File: config.mk
export PLATFORM = sky130hd
export DESIGN_NAME = idma_mp_dist_ooo_midend
export DESIGN_NICKNAME = d
export VERILOG_FILES = /design/src/rtl/idma_mp_dist_ooo_midend.sv
export SDC_FILE = /design/constraint.sdc
export NUM_CORES = 1
export LEC_CHECK = 0
export CAP_MARGIN = 20
export CORE_AREA = 2 2 221 223
export DETAILED_ROUTE_END_ITERATION = 10
export DIE_AREA = 0 0 223 225
export PLACE_DENSITY = 0.62
export REMOVE_ABC_BUFFERS = 1
export SLEW_MARGIN = 25
export SYNTH_ARGS = -nofsm -noshare
export SYNTH_HDL_FRONTEND = slang
export SYNTH_SLANG_ARGS = --single-unit
File: constraint.sdc
create_clock -name clk_i -period 10.25 [get_ports clk_i]
set_clock_uncertainty 0.15 [all_clocks]
set_input_delay 1.5375 -clock clk_i [delete_from_list [all_inputs] [get_ports clk_i]]
set_output_delay 1.5375 -clock clk_i [all_outputs]
set_load 0.05 [all_outputs]
File: src/rtl/idma_mp_dist_ooo_midend.sv
// rtl/idma_mp_dist_ooo_midend.sv - multi-port distribution midend with in-order tracking of outstanding requests
//
// Splits each 1D request across NumBEs back-ends by address region and keeps up to
// NumOutstanding requests in flight. Responses return to the manager in request order.
// Optional feature macro: IDMA_MP_DIST_RSP_MERGE_EN (per-BE response FIFOs, OR-merged response).
//
// Ports:
//   clk_i, rst_ni                          clock, asynchronous active-low reset
//   idma_req_i {src, dst, length}          incoming request, valid/ready handshake
//   idma_rsp_o                             merged response, valid/ready handshake
//   idma_busy_o {tracker_busy, be_busy}    registered OR of back-end busy plus tracker non-empty (MSB)
//   idma_req_o [NumBEs]                    sliced requests, per-BE valid/ready
//   idma_rsp_i [NumBEs]                    back-end responses, per-BE valid/ready
//   idma_busy_i [NumBEs]                   back-end busy vectors
module idma_mp_dist_ooo_midend #(
   parameter int unsigned          NumBEs         = 4,
   parameter int unsigned          RegionWidth    = 32'h100,
   parameter int unsigned          AddrWidth      = 32,
   parameter logic [AddrWidth-1:0] RegionStart    = 32'h0000_0000,
   parameter logic [AddrWidth-1:0] RegionEnd      = 32'h1000_0000,
   parameter int unsigned          NumOutstanding = 4,
   parameter int unsigned          RspWidth       = 8,
   parameter int unsigned          BusyWidth      = 4
) (
   input  logic                            clk_i,
   input  logic                            rst_ni,
   input  logic [3*AddrWidth-1:0]          idma_req_i,
   input  logic                            idma_req_valid_i,
   output logic                            idma_req_ready_o,
   output logic [RspWidth-1:0]             idma_rsp_o,
   output logic                            idma_rsp_valid_o,
   input  logic                            idma_rsp_ready_i,
   output logic [BusyWidth:0]              idma_busy_o,
   output logic [NumBEs*3*AddrWidth-1:0]   idma_req_o,
   output logic [NumBEs-1:0]               idma_req_valid_o,
   input  logic [NumBEs-1:0]               idma_req_ready_i,
   input  logic [NumBEs*RspWidth-1:0]      idma_rsp_i,
   input  logic [NumBEs-1:0]               idma_rsp_valid_i,
   output logic [NumBEs-1:0]               idma_rsp_ready_o,
   input  logic [NumBEs*BusyWidth-1:0]     idma_busy_i
);

   localparam int unsigned ReqWidth = 3 * AddrWidth;
   localparam int unsigned OffWidth = AddrWidth + 1;
   localparam int unsigned DmaBits  = $clog2(RegionWidth);
   localparam int unsigned PtrWidth = $clog2(NumOutstanding);
   localparam int unsigned CntWidth = $clog2(NumOutstanding + 1);
   localparam logic [AddrWidth-1:0] FullMask = AddrWidth'(NumBEs * RegionWidth - 1);

   logic [AddrWidth-1:0] src_addr, dst_addr, length, side_addr, other_addr;
   logic                 src_side;
   logic [OffWidth-1:0]  s_off, e_off;
   logic [NumBEs-1:0]    involved, sent_q, be_hs, rsp_inc, pc_nz, head_mask;
   logic                 tracker_full, req_accept, head_done, rsp_pop;
   logic [NumBEs-1:0]    trk_mask_q [NumOutstanding];
   logic [PtrWidth-1:0]  trk_wr_q, trk_rd_q;
   logic [CntWidth-1:0]  trk_cnt_q;
   logic [CntWidth-1:0]  pc_q [NumBEs];
   logic [BusyWidth-1:0] busy_or, busy_q;

   assign {src_addr, dst_addr, length} = idma_req_i;
   assign src_side   = (src_addr >= RegionStart) && (src_addr < RegionEnd);
   assign side_addr  = src_side ? src_addr : dst_addr;
   assign other_addr = src_side ? dst_addr : src_addr;
   // Offset inside the striped window; the end offset carries one extra bit so a
   // request reaching the very top of the window is still representable.
   assign s_off = OffWidth'(side_addr & FullMask);
   assign e_off = s_off + OffWidth'(length);

   always_comb begin
      logic [OffWidth-1:0]  lo, hi, cut;
      logic [AddrWidth-1:0] s_src, s_dst, s_len, reg_a, oth_a;
      involved   = '0;
      idma_req_o = '0;
      for (int i = 0; i < NumBEs; i++) begin
         lo    = OffWidth'(i * RegionWidth);
         hi    = OffWidth'((i + 1) * RegionWidth);
         cut   = (e_off < hi) ? e_off : hi;
         s_src = '0;
         s_dst = '0;
         s_len = AddrWidth'(1);
         reg_a = (side_addr & ~FullMask) | AddrWidth'(i * RegionWidth);
         oth_a = other_addr + AddrWidth'(i * RegionWidth) - AddrWidth'(s_off[DmaBits-1:0]);
         involved[i] = (length != '0) && (s_off < hi) && (e_off > lo);
         if (involved[i]) begin
            if (s_off >= lo) begin
               // first slice keeps the original addresses
               s_src = src_addr;
               s_dst = dst_addr;
               s_len = AddrWidth'(cut - s_off);
            end else begin
               s_src = src_side ? reg_a : oth_a;
               s_dst = src_side ? oth_a : reg_a;
               s_len = AddrWidth'(cut - lo);
            end
         end
         idma_req_o[i*ReqWidth +: ReqWidth] = {s_src, s_dst, s_len};
      end
   end

   // Fork: a BE that already took its slice is masked off until the whole request is accepted.
   assign tracker_full     = (trk_cnt_q == CntWidth'(NumOutstanding));
   assign idma_req_valid_o = {NumBEs{idma_req_valid_i & ~tracker_full & rst_ni}} & involved & ~sent_q;
   assign be_hs            = idma_req_valid_o & idma_req_ready_i;
   assign idma_req_ready_o = rst_ni & ~tracker_full & (&(~involved | sent_q | be_hs));
   assign req_accept       = idma_req_valid_i & idma_req_ready_o;

   always_comb begin
      busy_or = '0;
      for (int i = 0; i < NumBEs; i++) begin
         busy_or          = busy_or | idma_busy_i[i*BusyWidth +: BusyWidth];
         idma_rsp_ready_o[i] = pc_q[i] < CntWidth'(NumOutstanding);
         pc_nz[i]         = pc_q[i] != '0;
      end
   end

   assign rsp_inc          = idma_rsp_valid_i & idma_rsp_ready_o;
   assign head_mask        = trk_mask_q[trk_rd_q];
   assign head_done        = (trk_cnt_q != '0) && (&(~head_mask | pc_nz));
   assign idma_rsp_valid_o = head_done;
   assign rsp_pop          = head_done & idma_rsp_ready_i;
   assign idma_busy_o      = {trk_cnt_q != '0, busy_q};

   always_ff @(posedge clk_i or negedge rst_ni) begin
      if (!rst_ni) begin
         sent_q    <= '0;
         trk_wr_q  <= '0;
         trk_rd_q  <= '0;
         trk_cnt_q <= '0;
         busy_q    <= '0;
         for (int i = 0; i < NumBEs; i++) pc_q[i] <= '0;
      end else begin
         sent_q <= req_accept ? '0 : (sent_q | be_hs);
         if (req_accept) trk_wr_q <= trk_wr_q + PtrWidth'(1);
         if (rsp_pop)    trk_rd_q <= trk_rd_q + PtrWidth'(1);
         trk_cnt_q <= trk_cnt_q + CntWidth'(req_accept) - CntWidth'(rsp_pop);
         busy_q    <= busy_or;
         for (int i = 0; i < NumBEs; i++)
            pc_q[i] <= pc_q[i] + CntWidth'(rsp_inc[i]) - CntWidth'(rsp_pop & head_mask[i]);
      end
   end

   always_ff @(posedge clk_i) begin
      if (req_accept) trk_mask_q[trk_wr_q] <= involved;
   end

`ifdef IDMA_MP_DIST_RSP_MERGE_EN
   // Per-BE response FIFOs; their fill level tracks pc_q exactly.
   logic [RspWidth-1:0] rsp_mem [NumBEs][NumOutstanding];
   logic [PtrWidth-1:0] rsp_wr_q [NumBEs];
   logic [PtrWidth-1:0] rsp_rd_q [NumBEs];

   always_ff @(posedge clk_i) begin
      for (int i = 0; i < NumBEs; i++)
         if (rsp_inc[i]) rsp_mem[i][rsp_wr_q[i]] <= idma_rsp_i[i*RspWidth +: RspWidth];
   end

   always_ff @(posedge clk_i or negedge rst_ni) begin
      if (!rst_ni) begin
         for (int i = 0; i < NumBEs; i++) begin
            rsp_wr_q[i] <= '0;
            rsp_rd_q[i] <= '0;
         end
      end else begin
         for (int i = 0; i < NumBEs; i++) begin
            if (rsp_inc[i])                 rsp_wr_q[i] <= rsp_wr_q[i] + PtrWidth'(1);
            if (rsp_pop && head_mask[i])    rsp_rd_q[i] <= rsp_rd_q[i] + PtrWidth'(1);
         end
      end
   end

   always_comb begin
      idma_rsp_o = '0;
      for (int i = 0; i < NumBEs; i++)
         if (head_mask[i]) idma_rsp_o = idma_rsp_o | rsp_mem[i][rsp_rd_q[i]];
   end
`else
   logic rsp_unused;
   assign rsp_unused = ^idma_rsp_i;
   assign idma_rsp_o = '0;
`endif

`ifndef SYNTHESIS
   // Requests must not run past the top of the striped window; there is no wrap.
   always @(posedge clk_i) begin
      if (rst_ni && idma_req_valid_i && (length != '0))
         assert (e_off <= OffWidth'(NumBEs * RegionWidth));
   end
`endif

endmodule

### Word-level counts from Yosys, hierarchy flattened

Memory sizes are Yosys's and may differ from the RTL's.
Cells that the tools add are included.

* flip-flop bits (word level): 27
* RAM bits: 16
* output and inout bits: 407
* word-level logic and storage cells: 144
* memories kept: 1

Memory list
* trk_mask_q: depth 4, bits a word 4, rd ports 1, clocked after memory_dff 0, wr ports 1, line 55 `logic [NumBEs-1:0] trk_mask_q [NumOutstanding];`

* add/subtract/negate cells: 27
* $lt $le $gt $ge: 22
* equal/unequal tests: 1
* mux-type cells: 41
* bitwise gates (word level): 25
* reductions and logical operators: 18

Operators with widths (count)
* 32-bit 2-to-1 mux: 38
* 32-bit by 10-bit subtractor with 32-bit output: 4
* 32-bit by 8-bit subtractor with 32-bit output: 4
* 33-bit by 10-bit > comparator with 1-bit output, second input constant: 2
* 33-bit by 10-bit less-than comparator with 1-bit output, second input constant: 2
* 32-bit by 10-bit adder with 32-bit output, second input constant: 2
* 32-bit by 10-bit subtractor with 32-bit output, second input constant: 2
* 10-bit by 32-bit adder with 33-bit output: 1
* 33-bit by 1-bit > comparator with 1-bit output, second input constant: 1
* 33-bit by 9-bit > comparator with 1-bit output, second input constant: 1
* 33-bit by 11-bit less-than comparator with 1-bit output, second input constant: 1
* 33-bit by 9-bit less-than comparator with 1-bit output, second input constant: 1
* 32-bit by 9-bit adder with 32-bit output, second input constant: 1
* 32-bit by 1-bit >= comparator with 1-bit output, second input constant: 1
* 32-bit by 29-bit less-than comparator with 1-bit output, second input constant: 1
* 32-bit nonzero test: 1
* 32-bit by 9-bit subtractor with 32-bit output, second input constant: 1
* 4-bit OR: 7
* 10-bit >= comparator, second input constant: 2
* 10-bit less-than comparator, second input constant: 2
* 4-bit bitwise AND: 4
* 3-bit by 1-bit adder with 3-bit output: 5
* 3-bit nonzero test: 5
* 3-bit by 1-bit subtractor with 3-bit output: 5
* other kinds (14): 40

### Depth between registers and ports, before layout

Gate-level depths: netlist (run 1).

* depth in word-level cells: 15
* gate-level depth with buffers: 36
* gate-level depth less buffers: 32

### Least setup slack after synthesis (run 1)

No wires, ideal clock.

* path kind: input to output
* start point: in idma_req_i[95]
* end point: out idma_req_o[107]
* arrival time: 11.065 ns
* setup slack: -2.502 ns
* cell stages on the path: 32
* path buffers: 7
* cells stage by stage: nor4_1 > clkbuf_1 > clkbuf_1 > clkbuf_1 > nand2_1 > nand2_1 > inv_1 > fa_1 > nor2b_1 > o2111ai_1 > a21oi_1 > o2111ai_1 > mux2_2 > a22o_1 > or3_4 > buf_2 > clkbuf_1 > buf_1 > nor3_1 > ha_1 > a21o_1 > a21o_1 > a21oi_1 > nor3b_1 > o21a_1 > o21ai_0 > a31o_2 > maj3_1 > nand2_1 > nand2b_1 > clkbuf_1 > a2111oi_0

* cells in the longest elaborated chain, start to end: 9
* elaborated cells on any way between the ends: 16
* those cells by class: add/sub: 3; order compare: 6; mux: 4; reduce/logical: 3

RTL lines
* start, declared: line 27 `input logic [3*AddrWidth-1:0] idma_req_i,`
* 32-bit by 1-bit >= comparator with 1-bit output or 32-bit by 29-bit less-than comparator with 1-bit output (tied branches): line 62 `assign src_side = (src_addr >= RegionStart) && (src_addr < RegionEnd);`
* 1-bit logical AND *: line 62
* 32-bit 2-to-1 mux *: line 63 `assign side_addr = src_side ? src_addr : dst_addr;`
* 10-bit by 32-bit adder with 33-bit output: line 68 `assign e_off = s_off + OffWidth'(length);`
* 33-bit by 10-bit less-than comparator with 1-bit output: line 78 `cut = (e_off < hi) ? e_off : hi;`
* 32-bit 2-to-1 mux: line 78
* 32-bit by 9-bit subtractor with 32-bit output or 32-bit by 10-bit subtractor with 32-bit output (tied branches): line 94, 90
* 32-bit 2-to-1 mux: line 86 `if (s_off >= lo) begin`
* 32-bit 2-to-1 mux *: line 85 `if (involved[i]) begin`
* end, declared: line 34 `output logic [NumBEs*3*AddrWidth-1:0] idma_req_o,`

Every way passes the cells marked *; elsewhere a longest branch is shown, timed or not.

### Worst setup path after layout (run 1)

* start point: in idma_req_i[95]
* end point: out idma_req_o[119]

The elaborated chain is that of the path after synthesis.

==> results of run 1 <==
what timing repair did:
item,4_1_cts,5_1_grt
pin swaps,2,6
gates cloned,0,1
gates resized for setup,14,70
buffers inserted,1,3
setup endpoints to repair,97,93
routing by layer:
metal | track usage | wire length (um)
met2 | 0.470 | 34900
met5 | 0 | 0
met4 | 0.0777 | 2130
met3 | 0.0214 | 4550
met1 | 0.356 | 30500
critical path: cells and delay by family:
kind | cells | cell delay, ns
AO/OA/AOI/OAI | 10 | 2.16
adder cells (fa/ha/maj) | 3 | 1.07
buffers and inverters | 5 | 1.18
AND/OR/NAND/NOR | 12 | 2.32
stage by stage:
step	hold slack [ns]	total power (W)	setup TNS, ns
2_1_floorplan	0.329	0.00154	-2541.91
3_3_place_gp	0.354	0.00227	-20.17
3_5_place_dp	0.364	0.00230	-30.77
4_1_cts	0.372	0.00247	0
5_1_grt	0.394	0.00263	-0.926
6_report	0.364	0.00248	0
cells in the mapped netlist (7+ instances only):
cell       instances  share of area
nand2b_1          15         0.0070
o2111ai_1          8         0.0052
a31oi_1           12         0.0056
ha_1              92          0.086
nand4_1           20         0.0093
and4_1             7         0.0046
o31ai_1            9         0.0050
buf_2              9         0.0034
dfrtp_1           27          0.050
xor2_1            33          0.022
and3_1            18         0.0084
nor2_1           200          0.056
buf_4              8         0.0045
and2_1            76          0.035
o21bai_1          18          0.010
a211oi_1          30          0.017
edfxtp_1          16          0.036
fa_1              11          0.016
clkbuf_1         153          0.043
xnor2_1           94          0.061
nor2b_1           19         0.0088
a2111oi_0         13         0.0085
a21oi_1          282           0.10
or3_1             23          0.011
or4_1              7         0.0039
buf_1             11         0.0031
nand2_1          451           0.13
o21a_1            20          0.011
nor3_1            73          0.027
o21ai_0          103          0.038
a21o_1            29          0.016
inv_1            108          0.030
or2_2              8         0.0037
nor4_1            11         0.0051
o2bb2ai_1         11         0.0072
nand3_1           51          0.019
a22oi_1           27          0.015
worst max path at each step:
stage,from,endpoint,slack (ns),cells after the start
2_1_floorplan,idma_req_i[94],idma_req_o[107],-8.38,24
3_3_place_gp,idma_req_i[93],idma_req_o[117],-0.71,31
3_5_place_dp,idma_req_i[93],idma_req_o[117],-0.76,31
4_1_cts,idma_req_i[94],idma_req_o[109],0.002,32
5_1_grt,idma_req_i[95],idma_req_o[125],-0.06,31
6_report,idma_req_i[95],idma_req_o[119],0.25,30
cells in the final DEF (no fill, tap or decap), types with 17 or more instances in the layout:
cell type,count
buf_4,458
nand2_1,447
a21oi_1,275
nor2_1,187
clkdlybuf4s50_1,130
buf_12,110
inv_1,107
o21ai_0,102
xnor2_1,94
ha_1,86
and2_1,76
nor3_1,69
nand3_1,50
xor2_1,33
a21o_1,29
a211oi_1,29
a22oi_1,27
dfrtp_1,27
or3_1,23
nand4_1,20
o21a_1,20
and3_1,17
o21bai_1,17
logic make-up after synthesis:
logic type	Yosys count	synth area share
compound gates	629	0.290
other cells	2	0.000559
flops	43	0.0860
xor+xnor	127	0.0828
buf+inv	293	0.0849
mux	12	0.0129
fa+ha+maj	106	0.104
simple gates	998	0.338
cell type report:
| cell class | count | area, um2 | area share |
|---|---|---|---|
| diodes | 1 | 2.50 | 0.000119 |
| clock buffers | 6 | 129 | 0.00611 |
| clock inverters | 2 | 7.51 | 0.000356 |
| inverters | 112 | 420 | 0.0199 |
| multi-input cells | 1883 | 11600 | 0.550 |
| flip-flops and latches | 43 | 1160 | 0.0548 |
| well taps | 615 | 769 | 0.0365 |
| repair buffers | 703 | 7000 | 0.332 |
sequential cells by signal, summed over array words and instances, names as in the netlist:
| signal | flops |
|---|---|
| pc_q | 12 |
| trk_rd_q | 2 |
| busy_q | 4 |
| trk_cnt_q | 3 |
| sent_q | 4 |
| trk_wr_q | 2 |
| trk_mask_q | 16 |
where the power goes:
part	total (W)	switching, W	internal, W
Clock	0.000150	0.0000617	0.0000886
Combinational	0.00204	0.00133	0.000718
Sequential	0.000290	0.0000536	0.000236
Total	0.00248	0.00144	0.00104
==> flow_summary.json, run 1 <==
{
  "outcome": "finished, final reports clean",
  "path_class": "input pin to primary output",
  "ant_nets": 0,
  "min_from": "pc_q[5]$_DFF_PN0_",
  "rows": 80,
  "post_dp_cell_area_mm2": 0.0206,
  "async_flop_share": 0.628,
  "crit_fanout": 21,
  "min_path_cells": 1,
  "ios": 563,
  "rsz0062_at_grt": "yes",
  "min_path_type": "flop to flop",
  "ys.flop_type": "dfrtp_1",
  "die-width_um": 223,
  "period_needed_ns": 10.00,
  "drive_gt1_frac": 0.244,
  "timing.final.ws_setup_ns": 0.249,
  "syn_avg_cell_area_um2": 6.08,
  "first_pass_iters": 6,
  "ys_seq_area_frac": 0.0860,
  "vias": 18569,
  "cts_tree": "done",
  "vdd_drop_max_uv": 83.0,
  "pwr_density_cell_mw_per_mm2": 118,
  "routed_wl_um": 72100,
  "cts_root_buf": "clkbuf_16",
  "start_kind": "input pin",
  "critPathArrivalTime_ns": 8.31,
  "gp_congestion": 0.934,
  "track_usage": 0.270,
  "hold_viol": 0,
  "numPortBuffers": 522,
  "clock_latency_ns": 0.28,
  "area_growth_pct": 56.9,
  "grt_pass1_wl_um": 106000,
  "fin_area_mm2": 0.0211,
  "first_iter_violations": 1639,
  "hold_path_end": "pc_q[5]$_DFF_PN0_",
  "avgViaCountPerCell": 5.52,
  "min_period_over_period": 0.976,
  "grt_max_degree": 53,
  "synth-seq-cells": 43,
  "rr_startpoint": "trk_rd_q[0]$_DFFE_PN0P_",
  "wl_per_cell_um": 21.4,
  "synthDistinctLibCells": 84,
  "r2r_slack_ns": 7.03,
  "dp_slack_ns": -0.763,
  "r2r_end": "pc_q[8]$_DFF_PN0_",
  "dp_hpwl_um": 57300,
  "required_ns": 8.56,
  "die-area_mm2": 0.0502,
  "slew_headroom": 0.297,
  "htreeDepth": 2,
  "syn-instance-count": 2210,
  "antenna_found_initial": 0,
  "n_fill_cell": 4969,
  "tightestPinTransition_ns": 1.05,
  "dieHeight_um": 225,
  "setup_viol_count_final": 0,
  "numCtsBuffers": 5,
  "initial_core_util": 0.283,
  "clock_sinks": 43,
  "end_kind": "primary output",
  "gr-total-overflow": 0,
  "crit_slowest_cell": "or4_1",
  "synth_edf_count": 16,
  "yosysWarnings": 0,
  "netlist_area_mm2": 0.0134,
  "ctsHoldBuffers": 0,
  "drv_slew": 0,
  "dp_cells": 3351,
  "finish.utilization": 0.444,
  "drc": 0,
  "drv_cap": 0,
  "core-area_mm2": 0.0475,
  "rr_worst_depth": 11,
  "grt_pass1_vias": 17635,
  "leakagePower_nw": 9.54,
  "slowest_delay_ns": 0.56,
  "clk_pin_slew_ns": 0.06,
  "stdcell_count": 3365,
  "nets": 3007,
  "fmax_ghz": 0.100,
  "cts_max_path_buffers": 2
}
No activity file was read; power rests on OpenSTA's default activity.
==> inputs of run 2 (changes only) <==
--- a/config.mk
+++ b/config.mk
@@ -6,12 +6,11 @@
 export NUM_CORES = 1
 export LEC_CHECK = 0
 export CAP_MARGIN = 20
-export CORE_AREA = 2 2 221 223
+export CORE_ASPECT_RATIO = 1.4
+export CORE_UTILIZATION = 25
 export DETAILED_ROUTE_END_ITERATION = 10
-export DIE_AREA = 0 0 223 225
-export PLACE_DENSITY = 0.62
+export PLACE_DENSITY = 0.57
 export REMOVE_ABC_BUFFERS = 1
-export SLEW_MARGIN = 25
 export SYNTH_ARGS = -nofsm -noshare
 export SYNTH_HDL_FRONTEND = slang
 export SYNTH_SLANG_ARGS = --single-unit
==> run 2 against run 1 <==
  * Sequential power barely moved
  * Routed wire length increased by 10%
  * Clock power up 21%
  * Combinational power grew 4%
  * Die area increased by 9.0%
  * Worst setup slack better by 0.054 ns
  * Design area up 2.2%
  * Final cell count increased by 3.4%
  * Non-clock buffer count rose by 13
  * First-iteration DRC count decreased by 31%
  * Total power is 4.5% higher
  * Highest routed layer unchanged
==> flow_summary.json, run 2 (synthesis gave the netlist of run 1 again) <==
{
  "initial_core_util": 0.253,
  "drc": 0,
  "setup_viol_count_final": 0,
  "period_needed_ns": 9.95,
  "cts_tree": "done",
  "reg.largest.list": "trk_mask_q x16, pc_q x12",
  "hold_path_end": "pc_q[5]$_DFF_PN0_",
  "outcome": "finished, final reports clean",
  "required_ns": 8.56,
  "multi_input_area_mm2": 0.0115,
  "drv_cap": 0,
  "final_cell_mix": "nand2_1, buf_4, a21oi_1, nor2_1, buf_12",
  "dp_hpwl_um": 64000,
  "ctsHoldBuffers": 0,
  "vdd_drop_max_uv": 91.0,
  "htreeDepth": 2,
  "rr_worst_depth": 11,
  "grt_pass1_vias": 18093,
  "first_iter_violations": 1123,
  "drive_gt1_frac": 0.241,
  "routed_wl_um": 79400,
  "path_class": "input pin to primary output",
  "rows": 100,
  "hold_ws_ns": 0.381,
  "die-area_mm2": 0.0547,
  "numCtsBuffers": 5,
  "cts_root_buf": "clkbuf_16",
  "vias": 18450,
  "min_from": "pc_q[5]$_DFF_PN0_",
  "hold_viol": 0,
  "cpLargestDelayFamily": "simple AND/OR/NAND/NOR gates",
  "dieHeight_um": 276,
  "fin_area_mm2": 0.0216,
  "min_path_type": "flop to flop",
  "final_common_cell": "nand2_1",
  "antenna_found_initial": 1,
  "min_path_cells": 1,
  "end_kind": "primary output",
  "drv_slew": 0,
  "dp_slack_ns": -0.621,
  "pwr_density_cell_mw_per_mm2": 120,
  "critPathArrivalTime_ns": 8.26,
  "cts_max_path_buffers": 2,
  "track_usage": 0.278,
  "n_fill_cell": 5631,
  "gr-total-overflow": 0,
  "grt_pass1_wl_um": 115000,
  "largest_reg_flops": 16,
  "first_pass_iters": 5,
  "gp_congestion": 0.991,
  "dp_cells": 3464,
  "crit_fanout": 15,
  "slew_headroom": 0.286,
  "core-area_mm2": 0.0532,
  "numPortBuffers": 522,
  "grt_max_degree": 101,
  "rr_startpoint": "trk_rd_q[0]$_DFFE_PN0P_",
  "clock_sinks": 43,
  "stdcell_count": 3479,
  "tightestPinTransition_ns": 1.07,
  "fmax_ghz": 0.101,
  "ant_nets": 0,
  "r2r_end": "pc_q[5]$_DFF_PN0_",
  "start_kind": "input pin",
  "cp_common_cell": "buf_4",
  "wl_per_cell_um": 22.8,
  "min_period_over_period": 0.970,
  "register_area_mm2": 0.00116,
  "power.total_w": 0.00259,
  "ios": 563,
  "clock_latency_ns": 0.28,
  "avgViaCountPerCell": 5.30,
  "regMostFlops": "trk_mask_q",
  "nets": 3020,
  "leakagePower_nw": 9.74,
  "die-width_um": 198,
  "timing.final.ws_setup_ns": 0.303,
  "r2r_slack_ns": 7.08,
  "area_growth_pct": 60.4,
  "slowest_delay_ns": 0.53,
  "crit_slowest_cell": "or4_1",
  "clk_pin_slew_ns": 0.06,
  "crit_buf_inv": 10,
  "post_dp_cell_area_mm2": 0.0211
}
run 2: worst max-delay path by stage:
stage | startpoint | to | slack (ns) | cells after the start
2_1_floorplan | idma_req_i[94] | idma_req_o[107] | -8.38 | 24
3_3_place_gp | idma_req_i[95] | idma_req_o[109] | -0.55 | 33
3_5_place_dp | idma_req_i[95] | idma_req_o[109] | -0.62 | 33
4_1_cts | idma_req_i[95] | idma_req_o[202] | 0.03 | 38
5_1_grt | idma_req_i[93] | idma_req_o[125] | -0.05 | 30
6_report | idma_req_i[94] | idma_req_o[112] | 0.30 | 36
run 2: cell type report:
cell class	count	share of cell area
multi-input combinational	1883	0.533
clock buffer	5	0.00580
tap	714	0.0414
sequential	43	0.0536
clock inverter	3	0.00197
inverter	112	0.0195
timing repair buffer	716	0.345
antenna	3	0.000348
run 2: timing repair:
| item | 4_1_cts | 5_1_grt |
|---|---|---|
| gates cloned | 0 | 1 |
| endpoints found under the setup margin | 63 | 96 |
| pin swaps | 2 | 3 |
| gates resized for setup | 32 | 27 |
| buffers inserted | 2 | 0 |
run 2: power breakdown:
part / leakage (nW) / internal (W) / switching, W / total [W]
Combinational: 9.20 / 0.000760 / 0.00137 / 0.00213
Clock: 0.0819 / 0.000115 / 0.0000659 / 0.000181
Sequential: 0.454 / 0.000236 / 0.0000522 / 0.000288
Total: 9.74 / 0.00111 / 0.00148 / 0.00259
run 2: per-stage QoR:
stage / utilization / TNS [ns]
after floorplan: - / -2541.91
final: 0.406 / 0
after detailed placement: 0.397 / -10.0
after global placement: 0.397 / -5.97
after CTS: 0.402 / 0
after global routing: 0.405 / -0.213
run 2: layer usage:
layer | part of all wire | wire (um) | track usage
met3 | 0.057 | 4500 | 0.0311
met4 | 0.055 | 4380 | 0.145
met1 | 0.37 | 29400 | 0.304
met5 | 0 | 0 | 0
met2 | 0.52 | 41000 | 0.518
==> inputs of run 3 (changes only) <==
--- a/config.mk
+++ b/config.mk
@@ -6,7 +6,7 @@
 export NUM_CORES = 1
 export LEC_CHECK = 0
 export CAP_MARGIN = 20
-export CORE_ASPECT_RATIO = 1.4
+export CORE_ASPECT_RATIO = 0.9
 export CORE_UTILIZATION = 25
 export DETAILED_ROUTE_END_ITERATION = 10
 export PLACE_DENSITY = 0.57
==> constraint.sdc (replaced) <==
create_clock -name clk_i -period 10.25 [get_ports clk_i]
set_clock_uncertainty 0.15 [all_clocks]
set_input_delay 1.5375 -clock clk_i [delete_from_list [all_inputs] [get_ports clk_i]]
set_output_delay 1.5375 -clock clk_i [all_outputs]
set_load 0.005 [all_outputs]
==> run 3 against run 2 <==
  * Register-to-register slack about the same
  * Non-clock buffer count down 16
  * Design area shrank 2.8%
  * Combinational power decreased by 30%
  * Die area barely moved
  * Sequential power barely moved
  * Critical path type unchanged
  * Largest cell class unchanged
==> flow_summary.json, run 3 (synthesis gave the netlist of run 1 again) <==
{
  "outcome": "finished, final reports clean",
  "die-width_um": 246,
  "tightestPinTransition_ns": 0.988,
  "drv_cap": 0,
  "start_kind": "input pin",
  "pwr-share-comb": 0.760,
  "gp_congestion": 0.961,
  "antenna_found_initial": 2,
  "hold_viol": 0,
  "critPathArrivalTime_ns": 8.33,
  "hold_ws_ns": 0.373,
  "clk_pin_slew_ns": 0.06,
  "ant_nets": 0,
  "setup_viol_count_final": 0,
  "avgViaCountPerCell": 5.41,
  "period_needed_ns": 10.02,
  "rsz0062_at_grt": "yes",
  "final_common_cell": "clkdlybuf4s50_1",
  "grt_pass1_vias": 17353,
  "grt_max_degree": 47,
  "required_ns": 8.56,
  "regMostFlops": "trk_mask_q",
  "finish.utilization": 0.395,
  "p_switching_w": 0.000930,
  "final_cell_mix": "clkdlybuf4s50_1, nand2_1, a21oi_1, nor2_1, buf_4",
  "cts_max_path_buffers": 2,
  "clock_latency_ns": 0.28,
  "initial_core_util": 0.253,
  "rows": 80,
  "min_period_over_period": 0.978,
  "wl_per_cell_um": 21.9,
  "path_class": "input pin to primary output",
  "grt_pass1_wl_um": 110000,
  "first_iter_violations": 1660,
  "dieHeight_um": 222,
  "crit_fanout": 10,
  "first_pass_iters": 6,
  "p_seq_frac": 0.147,
  "clock_sinks": 43,
  "p_clk_frac": 0.093,
  "drive_gt1_frac": 0.103,
  "end_kind": "primary output",
  "area_growth_pct": 55.9,
  "dp_hpwl_um": 59000,
  "crit_buf_inv": 9,
  "cts_root_buf": "clkbuf_16",
  "ios": 563,
  "routed_wl_um": 75400,
  "die-area_mm2": 0.0547,
  "vdd_drop_max_uv": 100,
  "largest_reg_flops": 16,
  "n_fill_cell": 5566,
  "track_usage": 0.258,
  "dp_cells": 3421,
  "slew_headroom": 0.323,
  "core-area_mm2": 0.0531,
  "drv_slew": 0,
  "vias": 18630,
  "numCtsBuffers": 5,
  "crit_slowest_cell": "or4_4",
  "p_sw_frac": 0.472,
  "gr-total-overflow": 0,
  "nets": 3004,
  "fin_area_mm2": 0.0210,
  "slowest_delay_ns": 0.55,
  "intPower_w": 0.00104,
  "ctsHoldBuffers": 0,
  "post_dp_cell_area_mm2": 0.0202,
  "cp_common_cell": "buf_4",
  "htreeDepth": 2,
  "min_path_type": "flop to flop",
  "reg.largest.list": "trk_mask_q x16, pc_q x12",
  "cpLargestDelayFamily": "simple AND/OR/NAND/NOR gates",
  "numPortBuffers": 522,
  "fmax_ghz": 0.0998,
  "stdcell_count": 3444,
  "drc": 0,
  "pwr_density_cell_mw_per_mm2": 94.0,
  "setup_tns_ns": 0,
  "leakagePower_nw": 8.90,
  "cts_tree": "done"
}
run 3: final timing paths:
path	startpoint	endpoint	slack (ns)	depth (start not counted)
max in group asynchronous	rst_ni	sent_q[2]$_DFF_PN0_	8.17	2
max	idma_req_i[95]	idma_req_o[111]	0.23	34
max reg2reg	trk_rd_q[0]$_DFFE_PN0P_	pc_q[8]$_DFF_PN0_	7.09	11
min in group asynchronous	rst_ni	busy_q[0]$_DFF_PN0_	1.50	2
min reg2reg	pc_q[8]$_DFF_PN0_	pc_q[8]$_DFF_PN0_	0.37	1
min	pc_q[8]$_DFF_PN0_	pc_q[8]$_DFF_PN0_	0.37	1
run 3: repair_timing:
item | 4_1_cts | 5_1_grt
pin swaps | 6 | 21
gates resized for setup | 29 | 78
buffers inserted | 1 | 10
gates cloned | 0 | 2
endpoints found under the setup margin | 77 | 93
run 3: power by group through the flow:
stage          Clock, W  Combinational [W]  Sequential (W)
2_1_floorplan         0           0.000748        0.000280
3_3_place_gp          0            0.00144        0.000290
3_5_place_dp          0            0.00146        0.000294
4_1_cts        0.000187            0.00147        0.000292
5_1_grt        0.000196            0.00162        0.000300
6_report       0.000183            0.00150        0.000290
run 3: layout make-up:
cell class	count	area [um2]	area share
flip-flops and latches	43	1160	0.0552
inverters	112	420	0.0201
well taps	697	872	0.0416
diodes	1	2.50	0.000119
repair buffers	700	6740	0.322
multi-input cells	1883	11600	0.553
clock inverters	3	46.3	0.00221
clock buffers	5	125	0.00597
run 3: routing by layer:
layer  part of all wire  GRT usage  up-vias
met5            0.00017          0        -
met4              0.022     0.0575        2
met3              0.072     0.0266       92
met2               0.45      0.414      885
met1               0.46      0.368     8927
li1                   -          -     8724
run 3: through the flow:
stage / setup WS (ns) / power, W
final: 0.230 / 0.00197
after global placement: -0.590 / 0.00173
after detailed placement: -0.697 / 0.00175
after floorplan: -7.29 / 0.00103
after global routing: -0.0187 / 0.00212
after CTS: 0.00558 / 0.00195
